==> src/rtl/ras_spec_if.sv <==
// Return-address stack port bundle.
// Predictor requests in, prediction and status out.
interface ras_spec_if #(
  parameter int XLEN   = 32,
  parameter int ADDR_W = 4,
  parameter int JRNL_W = 2
);
  logic            push;
  logic            pop;
  logic [XLEN-1:0] pc_add_4;
  logic            rollback;
  logic            commit;
  logic [XLEN-1:0] jalr_pc_prediction;
  logic            pred_valid;
  logic [ADDR_W:0] count;
  logic [JRNL_W:0] jrnl_count;
  logic            overflow;

  modport master (
    output push, pop, pc_add_4, rollback, commit,
    input  jalr_pc_prediction, pred_valid, count,
    input  jrnl_count, overflow
  );

  modport slave (
    input  push, pop, pc_add_4, rollback, commit,
    output jalr_pc_prediction, pred_valid, count,
    output jrnl_count, overflow
  );
endinterface

==> src/rtl/ras_spec.sv <==
// Circular return-address stack with a small undo journal
// so mispredicted calls/returns can be rolled back exactly.
module ras_spec #(
  parameter int XLEN   = 32,
  parameter int ADDR_W = 4,
  parameter int JRNL_W = 2
) (
  input logic     clk,
  input logic     rst_n,
  ras_spec_if.slave rif
);
  localparam int DEPTH  = 1 << ADDR_W;
  localparam int JDEPTH = 1 << JRNL_W;

  localparam logic [ADDR_W-1:0] T_ONE  = 1;
  localparam logic [ADDR_W:0]   C_ONE  = 1;
  localparam logic [ADDR_W:0]   C_FULL = {1'b1, {ADDR_W{1'b0}}};
  localparam logic [JRNL_W-1:0] H_ONE  = 1;
  localparam logic [JRNL_W:0]   J_ONE  = 1;
  localparam logic [JRNL_W:0]   J_TWO  = 2;
  localparam logic [JRNL_W:0]   J_FULL = {1'b1, {JRNL_W{1'b0}}};

  typedef enum logic [1:0] {
    OP_PUSH, OP_POP, OP_REPL, OP_NOP
  } op_e;

  typedef struct packed {
    op_e             op;
    logic [XLEN-1:0] val;
    logic [ADDR_W:0] cnt;
  } jrnl_t;

  logic [XLEN-1:0]   mem [DEPTH];
  logic [ADDR_W-1:0] tos;
  logic [ADDR_W:0]   cnt;
  jrnl_t             jrnl [JDEPTH];
  logic [JRNL_W-1:0] jhead;
  logic [JRNL_W:0]   jcnt;
  logic              ovf;

  logic [ADDR_W-1:0] tos_p1, tos_m1;
  logic              full, do_rb, do_cm, do_op;
  logic [JRNL_W-1:0] jnew;
  jrnl_t             undo, ent;
  logic [JRNL_W-1:0] jhead_n, h1, jwr_idx;
  logic [JRNL_W:0]   jcnt_n, c1;
  logic              jwr;

  assign tos_p1 = tos + T_ONE;
  assign tos_m1 = tos - T_ONE;
  assign full   = cnt == C_FULL;
  assign do_rb  = rif.rollback && jcnt != '0;
  assign do_cm  = rif.commit && jcnt != '0;
  assign do_op  = !rif.rollback && (rif.push || rif.pop);
  assign jnew   = jhead + jcnt[JRNL_W-1:0] - H_ONE;
  assign undo   = jrnl[jnew];

  // Capture whatever the op is about to destroy.
  always_comb begin
    ent.op  = OP_NOP;
    ent.val = '0;
    ent.cnt = cnt;
    unique case (1'b1)
      rif.push && rif.pop: begin
        ent.op  = OP_REPL;
        ent.val = mem[tos];
      end
      rif.push && !rif.pop: begin
        ent.op  = OP_PUSH;
        ent.val = mem[tos_p1];
      end
      rif.pop && !rif.push && cnt != '0:
        ent.op = OP_POP;
      default: ;
    endcase
  end

  // Commit retires first; a full journal then drops its oldest.
  always_comb begin
    jhead_n = jhead;
    jcnt_n  = jcnt;
    jwr     = 1'b0;
    jwr_idx = '0;
    h1      = do_cm ? jhead + H_ONE : jhead;
    c1      = do_cm ? jcnt - J_ONE : jcnt;
    if (do_rb) begin
      if (do_cm && jcnt > J_ONE) begin
        jhead_n = jhead + H_ONE;
        jcnt_n  = jcnt - J_TWO;
      end else begin
        jcnt_n = jcnt - J_ONE;
      end
    end else if (!rif.rollback) begin
      jhead_n = h1;
      jcnt_n  = c1;
      if (do_op) begin
        jwr     = 1'b1;
        jwr_idx = h1 + c1[JRNL_W-1:0];
        if (c1 == J_FULL) jhead_n = h1 + H_ONE;
        else              jcnt_n  = c1 + J_ONE;
      end
    end
  end

  always_ff @(posedge clk or negedge rst_n) begin
    if (!rst_n) begin
      for (int i = 0; i < DEPTH; i++) mem[i] <= '0;
      for (int i = 0; i < JDEPTH; i++) jrnl[i] <= '0;
      tos   <= '0;
      cnt   <= '0;
      jhead <= '0;
      jcnt  <= '0;
      ovf   <= 1'b0;
    end else begin
      ovf   <= do_op && rif.push && !rif.pop && full;
      jhead <= jhead_n;
      jcnt  <= jcnt_n;
      if (jwr) jrnl[jwr_idx] <= ent;
      if (do_rb) begin
        unique case (undo.op)
          OP_PUSH: begin
            mem[tos] <= undo.val;
            tos      <= tos_m1;
            cnt      <= undo.cnt;
          end
          OP_POP: begin
            tos <= tos_p1;
            cnt <= undo.cnt;
          end
          OP_REPL: begin
            mem[tos] <= undo.val;
            cnt      <= undo.cnt;
          end
          default: ;
        endcase
      end else if (do_op) begin
        if (rif.push && rif.pop) begin
          mem[tos] <= rif.pc_add_4;
          if (cnt == '0) cnt <= C_ONE;
        end else if (rif.push) begin
          tos         <= tos_p1;
          mem[tos_p1] <= rif.pc_add_4;
          if (!full) cnt <= cnt + C_ONE;
        end else if (cnt != '0) begin
          tos <= tos_m1;
          cnt <= cnt - C_ONE;
        end
      end
    end
  end

  assign rif.jalr_pc_prediction = mem[tos];
  assign rif.pred_valid         = cnt != '0;
  assign rif.count              = cnt;
  assign rif.jrnl_count         = jcnt;
  assign rif.overflow           = ovf;
endmodule

==> src/flat_wrapper.sv <==
// flat-port wrapper written by rule: the top's interface ports become plain ports
module ras_spec_flat 
#(
  parameter int XLEN   = 32,
  parameter int ADDR_W = 4,
  parameter int JRNL_W = 2
)
  (clk, rst_n, rif_push, rif_pop, rif_pc_add_4, rif_rollback, rif_commit, rif_jalr_pc_prediction, rif_pred_valid, rif_count, rif_jrnl_count, rif_overflow);
  ras_spec_if #(.XLEN(XLEN), .ADDR_W(ADDR_W), .JRNL_W(JRNL_W)) rif_i ();
  input logic clk;
  input logic rst_n;
  input wire logic [$bits(rif_i.push)-1:0] rif_push;
  input wire logic [$bits(rif_i.pop)-1:0] rif_pop;
  input wire logic [$bits(rif_i.pc_add_4)-1:0] rif_pc_add_4;
  input wire logic [$bits(rif_i.rollback)-1:0] rif_rollback;
  input wire logic [$bits(rif_i.commit)-1:0] rif_commit;
  output wire logic [$bits(rif_i.jalr_pc_prediction)-1:0] rif_jalr_pc_prediction;
  output wire logic [$bits(rif_i.pred_valid)-1:0] rif_pred_valid;
  output wire logic [$bits(rif_i.count)-1:0] rif_count;
  output wire logic [$bits(rif_i.jrnl_count)-1:0] rif_jrnl_count;
  output wire logic [$bits(rif_i.overflow)-1:0] rif_overflow;
  assign rif_i.push = rif_push;
  assign rif_i.pop = rif_pop;
  assign rif_i.pc_add_4 = rif_pc_add_4;
  assign rif_i.rollback = rif_rollback;
  assign rif_i.commit = rif_commit;
  assign rif_jalr_pc_prediction = rif_i.jalr_pc_prediction;
  assign rif_pred_valid = rif_i.pred_valid;
  assign rif_count = rif_i.count;
  assign rif_jrnl_count = rif_i.jrnl_count;
  assign rif_overflow = rif_i.overflow;
  ras_spec #(.XLEN(XLEN), .ADDR_W(ADDR_W), .JRNL_W(JRNL_W)) u_core (.clk(clk), .rst_n(rst_n), .rif(rif_i));
endmodule
==> config.mk <==
export PLATFORM = sky130hd
export DESIGN_NAME = ras_spec_flat
export DESIGN_NICKNAME = d
export VERILOG_FILES = /design/src/rtl/ras_spec_if.sv /design/src/rtl/ras_spec.sv /design/src/flat_wrapper.sv
export SDC_FILE = /design/constraint.sdc
export NUM_CORES = 2
export LEC_CHECK = 0
export CAP_MARGIN = 25
export CORE_MARGIN = 2
export CORE_UTILIZATION = 40
export CTS_BUF_LIST = sky130_fd_sc_hd__clkbuf_16
export DETAILED_ROUTE_END_ITERATION = 6
export PLACE_DENSITY = 0.54
export SLEW_MARGIN = 40
export SYNTH_ARGS = -nofsm -noshare
export SYNTH_HDL_FRONTEND = slang
export SYNTH_SLANG_ARGS = --single-unit
export TNS_END_PERCENT = 1
==> constraint.sdc <==
create_clock -name clk -period 9.65 [get_ports clk]
set_input_delay 1.93 -clock clk [delete_from_list [all_inputs] [get_ports clk]]
set_output_delay 1.93 -clock clk [all_outputs]
set_load 0.03 [all_outputs]
==> flow_summary.toml <==
[synth]
synth_most_common_cell = "sky130_fd_sc_hd__dfrtp_1"
synth.top_cells.by_area = "sky130_fd_sc_hd__dfrtp_1, sky130_fd_sc_hd__mux2_2, sky130_fd_sc_hd__a22oi_1"
synth-edff-count = 0
yosys_warnings = 0
ys_seq_elements = 683
yosys.area.top_type_share_pct = 41.7
synth.cells.most_frequent = "sky130_fd_sc_hd__dfrtp_1, sky130_fd_sc_hd__nand2_1, sky130_fd_sc_hd__a22oi_1, sky130_fd_sc_hd__mux2_2, sky130_fd_sc_hd__o21ai_0"
yosysSeqAreaShare_pct = 41.7
post_synth_instance_area_um2 = 41000
synth_largest_area_cell = "sky130_fd_sc_hd__dfrtp_1"
post_synth_net_total = 4111
yosys_most_used_dff = "sky130_fd_sc_hd__dfrtp_1"
synth-async-reset-ratio_pct = 100
yosys.cell_types.count = 56
synth_cells = 4053
syn_area_per_cell_um2 = 10.1

[finish]
syn2layout_area_growth_pct = 12.6
post-route-util_pct = 45.4
post_route_cells_drive_above_1_share_pct = 19.8
design.final.nets = 3949

[worst_setup_path]
startpoint = "u_core.tos[1]"
critPathMaxFanout = 45
worstReg2RegStart = "u_core.tos[1]"
crit_arrival_ns = 4.75
worst_setup_path_start_kind = "flop"
timing.critical_path.to_type = "output pin"
path_cells = "buf_6, nor2b_4, buf_4, a22oi_1, nand2_1, o21ai_0, clkdlybuf4s50_1"
crit_path_end = "rif_jalr_pc_prediction[15]"
setup.reg_to_reg.worst_slack_ns = 4.01
crit_slowest_cell = "sky130_fd_sc_hd__dfrtp_4"
timing.critical_path.slowest_cell_delay_ns = 0.93
cp.required_ns = 7.72
worst-setup-path-type = "flop to output pin"
crit_reg_reg_endpoint = "u_core.jrnl[21]"
r2r_worst_path_depth = 10

[timing]
timing.final.crit_period_ns = 6.68
maxClockFrequency_ghz = 0.150
report.final.hold_viol_count = 0
timing.max_slew.rel_slack_pct = 35.7
fin_worst_skew_ns = 0.0290
worst_slew_pin_slew_ns = 0.962
setup-violations-final = 0
setup_repair_after_global_routing_missed_its_margin = "false"
drv_slew = 0
final.setup.tns_ns = 0
hold_ws_ns = 0.484
fin_crit_sh_pct = 69.3

[route]
viasPerCell = 6.74
drt-pass1-iter-count = 6
vias = 35900
ant_nets = 0
finalWirelength_um = 176000
drc = 0
drt_iter0_markers = 4157
routedWlPerCell_um = 33.1

[global_routing]
final_global_route_overflow_total = 0
grt_first_pass_wirelength_um = 255000
grt_use_total_pct = 33.4
grt.met2_usage_pct = 50.3
globalRouteMet1Util_pct = 45.4
top_usage_layer = "met2"
vias_in_the_first_global_route = 35200
met3_usage_pct = 7.24
grt_max_degree = 145
antenna_found_initial = 1

[power_and_ir_drop]
vdd_drop_max_uv = 353
pwr-share-comb_pct = 59.7
clockPowerShare_pct = 15.8
net_switching_component_of_the_power_mw = 9.88
power_frac_seq_pct = 24.4
power_leakage_nw = 19.0
internal_power_mw = 9.24
powerDensity_nw_per_um2 = 414
switching_share_pct = 51.7

[clocking]
setup_buffers_after_cts = 0
postCtsResizedCells = 0
cts_root_buffer = "sky130_fd_sc_hd__clkbuf_16"
clk_pin_slew_worst_paths_ns = 0.06
cts_buffers = 84
cts_tree = "yes"
tritoncts_num_sinks = 683
ctsLongestPathBuffers = 3
cts_max_level = 3
insertion_delay_ns = 0.68
cts-hold-fix-buffers = 0

[die]
pin_count = 80
die-area_um2 = 105000
die_height_um = 324
start_util_pct = 40.3
fp.dieW_um = 324
core.rowCount = 117
core_um2 = 102000

[placed_design]
place_congestion = 0.858
placement.io_buffers = 79
place_hpwl_um = 102000

[hold_path]
worstHoldPathType = "flop to flop"

[flow_run]
drv.max_cap_violation_count = 0

[outcome]
run_status = "completed"
through the flow:
step | power, mW | instance area, um2 | cells | setup slack (ns)
floorplan | 11.7 | 41000 | 4053 | 5.39
global placement | 15.6 | 43000 | 5142 | 3.56
detailed placement | 15.7 | 43400 | 5165 | 3.74
CTS | 18.8 | 46000 | 5315 | 3.10
global route | 19.9 | 46200 | 5323 | 3.06
finish | 19.1 | 46200 | 5325 | 2.97
critical path: cells and delay by family (launching register included):
| family | cells | cell delay (ns) |
|---|---|---|
| and+or+nand+nor | 2 | 0.55 |
| DFF | 1 | 0.93 |
| buffers and inverters | 3 | 2.01 |
| AOI/OAI and AO/OA | 2 | 0.52 |
cells in the final DEF, fill, tap and decap left out, drive strengths merged, types with 77 or more instances in the layout:
cell | Yosys | routed
a22oi | 385 | 385
nand2 | 423 | 423
mux2 | 450 | 450
buf | 171 | 128
mux2i | 230 | 230
clkdlybuf4s50 | 0 | 77
o21ai | 377 | 377
clkbuf | 282 | 87
o22ai | 299 | 299
dfrtp | 683 | 683
o2bb2ai | 128 | 128
metal layers:
metal / vias up / routed length, um
met3: 499 / 15900
met2: 2004 / 77400
met4: 2 / 9230
li1: 15100 / -
met5: - / 9
met1: 18300 / 74000
flip-flops by register name (all words and copies together) (netlist names):
name / count
u_core.mem: 512
u_core.rif.overflow: 1
u_core.jhead: 2
u_core.jrnl: 156
u_core.rif.jrnl_count: 3
u_core.rif.count: 5
u_core.tos: 4
logic make-up after synthesis:
kind of cell	after synthesis	synth area share [%]
compound gates	1432	23.4
xor+xnor	23	0.528
fa+ha+maj	21	0.653
buf+inv	464	4.65
flops	683	41.7
mux	749	21.8
simple gates	681	7.32
power by group through the flow:
stage | clock network (mW) | logic [mW] | registers (mW)
6_report | 3.02 | 11.4 | 4.67
5_1_grt | 3.17 | 11.9 | 4.77
4_1_cts | 3.05 | 11.1 | 4.63
3_5_place_dp | 0 | 11.1 | 4.67
3_3_place_gp | 0 | 10.9 | 4.65
2_1_floorplan | 0 | 7.37 | 4.34
worst min path at each step:
stage / slack (ns) / to / cells past startpoint / start
floorplan: 0.45 / u_core.jrnl[122] / 1 / u_core.jrnl[122]
global placement: 0.47 / u_core.jrnl[136] / 1 / u_core.jrnl[136]
detailed placement: 0.47 / u_core.jrnl[153] / 1 / u_core.jrnl[153]
CTS: 0.49 / u_core.jrnl[105] / 1 / u_core.jrnl[105]
global route: 0.49 / u_core.jrnl[107] / 1 / u_core.jrnl[107]
finish: 0.48 / u_core.jrnl[132] / 1 / u_core.jrnl[132]
area by class of cell:
class / instances / area [um2]
clock buffers: 87 / 2180
clock inverters: 63 / 363
inverters: 11 / 41.3
fillers: 9508 / 55600
repair buffers: 205 / 2150
multi-input cells: 2906 / 22600
diodes: 2 / 5.00
well taps: 1368 / 1710
flip-flops and latches: 683 / 17100
No activity file was read; power rests on OpenSTA's default activity.
